[config.mk]
export PLATFORM = sky130hd
export DESIGN_NAME = alu_seq
export DESIGN_NICKNAME = d
export VERILOG_FILES = /design/src/rtl/alu_pkg.sv /design/src/rtl/alu_mul_seq.sv /design/src/rtl/alu_seq.sv
export SDC_FILE = /design/constraint.sdc
export NUM_CORES = 1
export LEC_CHECK = 0
export CORE_ASPECT_RATIO = 0.9
export CORE_MARGIN = 1.5
export CORE_UTILIZATION = 35
export CTS_CLUSTER_SIZE = 30
export DETAILED_ROUTE_END_ITERATION = 7
export MAX_ROUTING_LAYER = met4
export PLACE_DENSITY = 0.65
export SLEW_MARGIN = 20
export SYNTH_ARGS = -nofsm -noshare
export SYNTH_HDL_FRONTEND = slang
export SYNTH_SLANG_ARGS = --single-unit
export TNS_END_PERCENT = 30
[constraint.sdc]
create_clock -name clk -period 5.7 [get_ports clk]
set_clock_uncertainty 0.05 [all_clocks]
set_input_delay 1.14 -clock clk [delete_from_list [all_inputs] [get_ports clk]]
set_output_delay 1.14 -clock clk [all_outputs]
set_load 0.005 [all_outputs]
[src/rtl/alu_pkg.sv]
// Shared definitions for the sequential ALU: op-codes, FSM states, flag indices.
package alu_pkg;

    // Arithmetic group (l = 0)
    localparam logic [2:0] OP_NEGA = 3'b000;
    localparam logic [2:0] OP_NEGB = 3'b001;
    localparam logic [2:0] OP_ADD  = 3'b010;
    localparam logic [2:0] OP_SUB  = 3'b011;
    localparam logic [2:0] OP_ADDC = 3'b100;
    localparam logic [2:0] OP_SUBC = 3'b101;
    localparam logic [2:0] OP_MUL  = 3'b110;
    localparam logic [2:0] OP_CMP  = 3'b111;

    // Logic group (l = 1)
    localparam logic [2:0] OP_AND  = 3'b000;
    localparam logic [2:0] OP_OR   = 3'b001;
    localparam logic [2:0] OP_XOR  = 3'b010;
    localparam logic [2:0] OP_NOT  = 3'b011;
    localparam logic [2:0] OP_SHL  = 3'b100;
    localparam logic [2:0] OP_SHR  = 3'b101;
    localparam logic [2:0] OP_ROL  = 3'b110;
    localparam logic [2:0] OP_ROR  = 3'b111;

    // Control FSM: DONE is the single cycle that presents a finished multiply
    typedef enum logic [1:0] {
        IDLE = 2'd0,
        MUL  = 2'd1,
        DONE = 2'd2
    } state_t;

    // Bit positions inside the packed flag register
    localparam int FLAG_Z    = 0;
    localparam int FLAG_C    = 1;
    localparam int FLAG_S    = 2;
    localparam int FLAG_V    = 3;
    localparam int NUM_FLAGS = 4;

endpackage

[src/rtl/alu_mul_seq.sv]
// Shift-add unsigned multiplier, one iteration per clock after load.
// The product port shows the value after the current iteration, so on the
// cycle where last=1 it already carries the complete A*B.
module alu_mul_seq #(
    parameter int WIDTH = 8
) (
    input  logic               clk,
    input  logic               reset,
    input  logic               load,
    input  logic [WIDTH-1:0]   a,
    input  logic [WIDTH-1:0]   b,
    output logic [2*WIDTH-1:0] product,
    output logic               last
);

    localparam int SW = $clog2(WIDTH);
    localparam logic [SW-1:0] LAST_STEP = SW'(WIDTH - 1);

    logic [SW-1:0]      step_q, step_d;
    logic               run_q, run_d;
    logic [WIDTH-1:0]   mcand_q, mcand_d;
    logic [2*WIDTH-1:0] acc_q, acc_d;
    logic [WIDTH:0]     partial;

    // Upper half accumulates the multiplicand when the current multiplier bit is set, then the pair shifts right
    always_comb begin
        step_d  = step_q;
        run_d   = run_q;
        mcand_d = mcand_q;
        acc_d   = acc_q;
        partial = {1'b0, acc_q[2*WIDTH-1:WIDTH]} + (acc_q[0] ? {1'b0, mcand_q} : '0);
        last    = run_q && (step_q == LAST_STEP);
        if (load) begin
            step_d  = '0;
            run_d   = 1'b1;
            mcand_d = a;
            acc_d   = {{WIDTH{1'b0}}, b};
        end else if (run_q) begin
            acc_d  = {partial, acc_q[WIDTH-1:1]};
            step_d = step_q + 1'b1;
            if (last) begin
                run_d = 1'b0;
            end
        end
    end

    assign product = acc_d;

    // Multiplier state registers; reset abandons any iteration in flight
    always_ff @(posedge clk) begin
        if (reset) begin
            step_q  <= '0;
            run_q   <= 1'b0;
            mcand_q <= '0;
            acc_q   <= '0;
        end else begin
            step_q  <= step_d;
            run_q   <= run_d;
            mcand_q <= mcand_d;
            acc_q   <= acc_d;
        end
    end

endmodule

[src/rtl/alu_seq.sv]
// Sequential ALU with registered result, persistent Z/C/S/V flags,
// start/done handshake and a multi-cycle multiply.
module alu_seq
    import alu_pkg::*;
#(
    parameter int WIDTH = 8
) (
    input  logic             clk,
    input  logic             reset,
    input  logic             start,
    input  logic             l,
    input  logic [2:0]       op,
    input  logic [WIDTH-1:0] a,
    input  logic [WIDTH-1:0] b,
    output logic [WIDTH-1:0] r,
    output logic             z,
    output logic             c,
    output logic             s,
    output logic             v,
    output logic             busy,
    output logic             done
);

    state_t               state_q, state_d;
    logic [WIDTH-1:0]     r_q, r_d;
    logic [NUM_FLAGS-1:0] flags_q, flags_d;
    logic                 done_q, done_d;

    logic                 mul_load;
    logic                 mul_last;
    logic [2*WIDTH-1:0]   mul_product;
    logic                 is_mul_op;

    logic [WIDTH-1:0]     add_x, add_y;
    logic                 add_cin;
    logic [WIDTH:0]       sum;
    logic                 add_v;

    logic [WIDTH-1:0]     alu_res;
    logic                 alu_c, alu_v, alu_wr_r;

    alu_mul_seq #(.WIDTH(WIDTH)) u_mul (
        .clk     (clk),
        .reset   (reset),
        .load    (mul_load),
        .a       (a),
        .b       (b),
        .product (mul_product),
        .last    (mul_last)
    );

    // Every arithmetic op maps onto one WIDTH+1 bit adder: x + y + cin
    always_comb begin
        add_x   = a;
        add_y   = b;
        add_cin = 1'b0;
        case (op)
            OP_NEGA: begin
                add_x   = ~a;
                add_y   = '0;
                add_cin = 1'b1;
            end
            OP_NEGB: begin
                add_x   = ~b;
                add_y   = '0;
                add_cin = 1'b1;
            end
            OP_SUB, OP_CMP: begin
                add_y   = ~b;
                add_cin = 1'b1;
            end
            OP_ADDC: begin
                add_cin = flags_q[FLAG_C];
            end
            OP_SUBC: begin
                add_y   = ~b;
                add_cin = flags_q[FLAG_C];
            end
            default: begin
            end
        endcase
        sum   = {1'b0, add_x} + {1'b0, add_y} + {{WIDTH{1'b0}}, add_cin};
        add_v = (add_x[WIDTH-1] == add_y[WIDTH-1]) && (sum[WIDTH-1] != add_x[WIDTH-1]);
    end

    // Result, carry and overflow for all single-cycle ops; CMP leaves r untouched
    always_comb begin
        alu_res  = sum[WIDTH-1:0];
        alu_c    = sum[WIDTH];
        alu_v    = add_v;
        alu_wr_r = 1'b1;
        if (l) begin
            alu_c = 1'b0;
            alu_v = 1'b0;
            case (op)
                OP_AND: alu_res = a & b;
                OP_OR:  alu_res = a | b;
                OP_XOR: alu_res = a ^ b;
                OP_NOT: alu_res = ~a;
                OP_SHL: begin
                    alu_res = {a[WIDTH-2:0], 1'b0};
                    alu_c   = a[WIDTH-1];
                end
                OP_SHR: begin
                    alu_res = {1'b0, a[WIDTH-1:1]};
                    alu_c   = a[0];
                end
                OP_ROL: begin
                    alu_res = {a[WIDTH-2:0], a[WIDTH-1]};
                    alu_c   = a[WIDTH-1];
                end
                OP_ROR: begin
                    alu_res = {a[0], a[WIDTH-1:1]};
                    alu_c   = a[0];
                end
                default: alu_res = '0;
            endcase
        end else if (op == OP_CMP) begin
            alu_wr_r = 1'b0;
        end
    end

    // Next-state and register-update logic; DONE accepts new work exactly like IDLE
    always_comb begin
        is_mul_op = !l && (op == OP_MUL);
        state_d   = state_q;
        r_d       = r_q;
        flags_d   = flags_q;
        done_d    = 1'b0;
        mul_load  = 1'b0;
        unique case (state_q)
            IDLE, DONE: begin
                state_d = IDLE;
                if (start) begin
                    if (is_mul_op) begin
                        mul_load = 1'b1;
                        state_d  = MUL;
                    end else begin
                        if (alu_wr_r) begin
                            r_d = alu_res;
                        end
                        flags_d[FLAG_Z] = (alu_res == '0);
                        flags_d[FLAG_C] = alu_c;
                        flags_d[FLAG_S] = alu_res[WIDTH-1];
                        flags_d[FLAG_V] = alu_v;
                        done_d          = 1'b1;
                    end
                end
            end
            MUL: begin
                if (mul_last) begin
                    r_d             = mul_product[WIDTH-1:0];
                    flags_d[FLAG_Z] = (mul_product[WIDTH-1:0] == '0);
                    flags_d[FLAG_C] = |mul_product[2*WIDTH-1:WIDTH];
                    flags_d[FLAG_S] = mul_product[WIDTH-1];
                    flags_d[FLAG_V] = 1'b0;
                    done_d          = 1'b1;
                    state_d         = DONE;
                end
            end
            default: state_d = IDLE;
        endcase
    end

    // Architectural registers; reset wins over any pending start
    always_ff @(posedge clk) begin
        if (reset) begin
            state_q <= IDLE;
            r_q     <= '0;
            flags_q <= '0;
            done_q  <= 1'b0;
        end else begin
            state_q <= state_d;
            r_q     <= r_d;
            flags_q <= flags_d;
            done_q  <= done_d;
        end
    end

    assign r    = r_q;
    assign z    = flags_q[FLAG_Z];
    assign c    = flags_q[FLAG_C];
    assign s    = flags_q[FLAG_S];
    assign v    = flags_q[FLAG_V];
    assign busy = (state_q == MUL);
    assign done = done_q;

endmodule
==> flow_metrics.py, run 1 <==
metrics = {
    "route": {
        "ant_nets": 0,
        "first_pass_iters": 7,
        "wl_per_cell_um": 16.8,
        "drcViolationCount": 3,
        "routed_wirelength_um": 11000,
        "routed-via-count": 3716,
        "drt-initial-drc-count": 350,
        "vias_per_cell": 5.67,
    },
    "global_route": {
        "grt_pass1_wl_um": 18300,
        "grt.met1_usage": 0.288,
        "grt_use_met3": 0.0499,
        "grt-busiest-layer": "met2",
        "antenna_found_initial": 0,
        "gr-usage-all-layers": 0.209,
        "overflow": 0,
        "grt_start_max_net_pins": 37,
        "grt_use_met2": 0.309,
        "grt_pass1_vias": 3531,
    },
    "worst_setup_path": {
        "crit_required_ns": 5.85,
        "cp_cell_sequence": "clkdlybuf4s50_1 -> or2_1 -> a21oi_1 -> o21ai_0 -> fa_1 -> fa_1 -> nor2b_1 -> nor3_1 -> a211o_1 -> or4_1 -> or4_1 -> o41ai_2",
        "crit_buf_inv": 1,
        "rr_startpoint": "flags_q[1]",
        "cp.arrival_ns": 5.13,
        "critPathLaunchType": "primary input",
        "cpPeakStageDelay_ns": 0.64,
        "cp_slowest_cell": "clkdlybuf4s50_1",
        "cpLargestDelayFamily": "simple AND/OR/NAND/NOR gates",
        "endpoint_kind": "register",
        "crit_type": "in -> reg",
        "critPathMaxFanout": 12,
        "crit_path_start": "op[1]",
    },
    "clocking": {
        "clock_latency_ns": 0.29,
        "clk_path_buf_depth": 2,
        "hold_buffers": 0,
        "clock_sinks": 43,
        "htreeDepth": 2,
        "clkSlewWorstSetupHoldPaths_ns": 0.06,
        "cts_buffers": 5,
        "cts_resized": 0,
        "cts_tree": "built",
        "cts_setup_buffers": 0,
        "cts_root_buf": "clkbuf_16",
    },
    "die": {
        "fp.dieH_um": 101,
        "rows": 35,
        "dieArea_sq_um": 11300,
        "die_w_um": 112,
        "core_sq_um": 10300,
        "initial_core_util": 0.362,
        "pin_count": 37,
    },
    "timing": {
        "clock.fmax_mhz": 201,
        "tns_ns": 0,
        "finalHoldViolCount": 0,
        "maxSlewViolCount": 0,
        "fin_crit_sh": 0.874,
        "worstMarginPinSlew_ns": 0.627,
        "hold_ws_ns": 0.404,
        "final.min_clock_period_ns": 4.98,
        "setup_violations": 0,
        "rsz0062_at_grt": "false",
        "worst_slack_ns": 0.716,
        "slew_headroom": 0.582,
    },
    "placed_design": {
        "pre_cts_slack_ns": 0.469,
        "gp_congestion": 0.913,
        "hpwl_um": 8360,
        "io_buffers": 36,
    },
    "flow_run": {
        "maxCapViolCount": 0,
    },
    "finish": {
        "post-route-util": 0.425,
        "fillers": 1042,
        "nets": 584,
        "antenna_cells": 0,
        "multi_input_area_sq_um": 2660,
        "syn_to_final_growth_pct": 17.6,
        "drive_above_1_share": 0.0760,
        "regArea_sq_um": 861,
    },
    "logic_synthesis": {
        "synth_top_family_by_area": "simple AND/OR/NAND/NOR gates",
        "ys_warn_count": 0,
        "synthMuxAreaShare": 0.104,
        "ys_seq_area_frac": 0.230,
        "synth_compound_area_frac": 0.220,
        "yosysTopAreaCellShare": 0.230,
        "synth_xor_area_frac": 0.0164,
        "synthAdderAreaFrac": 0.127,
        "synth_nets": 556,
        "synth_most_common_cell": "nand2_1",
        "netlist_area_sq_um": 3740,
        "synth_top_flop_cell": "dfxtp_1",
        "synthArstFlopShare": 0,
        "synth_simple_gate_area_frac": 0.243,
        "synth_area_leader_cell": "dfxtp_1",
        "synth-edff-count": 0,
        "syn_avg_cell_area_sq_um": 7.52,
        "synth_area_leaders": "dfxtp_1 23%, ha_1 11%, a21oi_1 6.2%",
        "ys_types": 60,
        "synthTopCellsByCount": "60 x nand2_1, 52 x nor2_1, 46 x a21oi_1, 43 x dfxtp_1, 33 x ha_1",
        "synthCells": 497,
        "synth.ff_latch_count": 43,
    },
    "power_and_ir_drop": {
        "p_leak_nw": 1.78,
        "peakVddDrop_mv": 0.113,
        "p_total_mw": 0.861,
        "cellPowerDensity_nw_per_um2": 196,
    },
    "outcome": {
        "violations": "design-rule violations",
        "status": "finished with violations",
    },
    "hold_path": {
        "hold_start": "u_mul.mcand_q[4]",
        "hold_class": "reg -> reg",
    },
}
[placed cells by master, fill, tap and decap left out, drive strengths merged, types with 13 or more instances in the layout]
| master | count |
|---|---|
| ha | 33 |
| buf | 13 |
| nand2 | 60 |
| inv | 30 |
| mux2i | 22 |
| o21ai | 30 |
| nand2b | 15 |
| dfxtp | 43 |
| a21oi | 46 |
| nor2 | 52 |
| clkdlybuf4s50 | 36 |
[flip-flops by register name (all words and copies together), names as in the netlist]
signal / flops
u_mul.mcand_q: 8
flags_q: 4
r: 8
u_mul.run_q: 1
u_mul.step_q: 3
done: 1
state_q: 2
u_mul.acc_q: 16
[final timing paths]
check	slack, ns	to	cells after the start
max	0.72	flags_q[0]	12
min	0.40	u_mul.mcand_q[4]	2
max reg2reg	2.14	flags_q[0]	10
min reg2reg	0.40	u_mul.mcand_q[4]	2
[cells by family after synthesis]
group           count (synthesis)
simple gates                  188
compound gates                132
buf+inv                        57
flops                          43
fa+ha+maj                      36
mux                            34
xor+xnor                        7
[layer usage]
metal,vias to the layer above,part of all wire
met1,1751,0.49
met3,20,0.070
met2,137,0.42
li1,1808,-
met5,-,0
met4,0,0.016
[worst register-to-register path, cell delays in order (launching register included)]
cell and delay, ns:
dfxtp_1 0.42, nor3_1 0.08, or2_2 0.30, fa_1 0.40, fa_1 0.43, nor2b_1 0.21
nor3_1 0.08, a211o_1 0.31, or4_1 0.50, or4_1 0.43, o41ai_2 0.28
[report_power, final]
group          internal, mW  switching [mW]  total (mW)
registers             0.312         0.00734       0.319
logic                 0.109           0.137       0.246
clock network         0.175           0.121       0.296
total                 0.596           0.265       0.861
[final cells by class]
type	instances	share of cell area
flip-flops and latches	43	0.196
repair buffers	49	0.104
clock inverters	2	0.00313
multi-input cells	397	0.604
well taps	129	0.0367
clock buffers	6	0.0316
inverters	29	0.0248
[stage by stage]
stage / std cells / area, sq um
2_1_floorplan: 497 / 3740
3_3_place_gp: 647 / 4240
3_5_place_dp: 647 / 4240
4_1_cts: 655 / 4400
5_1_grt: 655 / 4400
6_report: 655 / 4400
Power figures use the tool's default switching activity.
==> inputs of run 2 (changes only) <==
--- a/config.mk
+++ b/config.mk
@@ -5,13 +5,16 @@
 export SDC_FILE = /design/constraint.sdc
 export NUM_CORES = 1
 export LEC_CHECK = 0
+export ABC_AREA = 0
 export CORE_ASPECT_RATIO = 0.9
 export CORE_MARGIN = 1.5
 export CORE_UTILIZATION = 35
+export CTS_CLUSTER_DIAMETER = 100
 export CTS_CLUSTER_SIZE = 30
 export DETAILED_ROUTE_END_ITERATION = 7
 export MAX_ROUTING_LAYER = met4
 export PLACE_DENSITY = 0.65
+export SETUP_SLACK_MARGIN = 0.2
 export SLEW_MARGIN = 20
 export SYNTH_ARGS = -nofsm -noshare
 export SYNTH_HDL_FRONTEND = slang
==> results of run 2 <==
Same layout as run 1: the final DEF is identical, and so are final timing and power.
==> inputs of run 3 (changes only) <==
--- a/config.mk
+++ b/config.mk
@@ -9,12 +9,13 @@
 export CORE_ASPECT_RATIO = 0.9
 export CORE_MARGIN = 1.5
 export CORE_UTILIZATION = 35
-export CTS_CLUSTER_DIAMETER = 100
+export CTS_CLUSTER_DIAMETER = 150
 export CTS_CLUSTER_SIZE = 30
 export DETAILED_ROUTE_END_ITERATION = 7
 export MAX_ROUTING_LAYER = met4
 export PLACE_DENSITY = 0.65
 export SETUP_SLACK_MARGIN = 0.2
+export SKIP_CTS_REPAIR_TIMING = 1
 export SLEW_MARGIN = 20
 export SYNTH_ARGS = -nofsm -noshare
 export SYNTH_HDL_FRONTEND = slang
==> results of run 3 <==
Same layout as run 1: the final DEF is identical, and so are final timing and power.
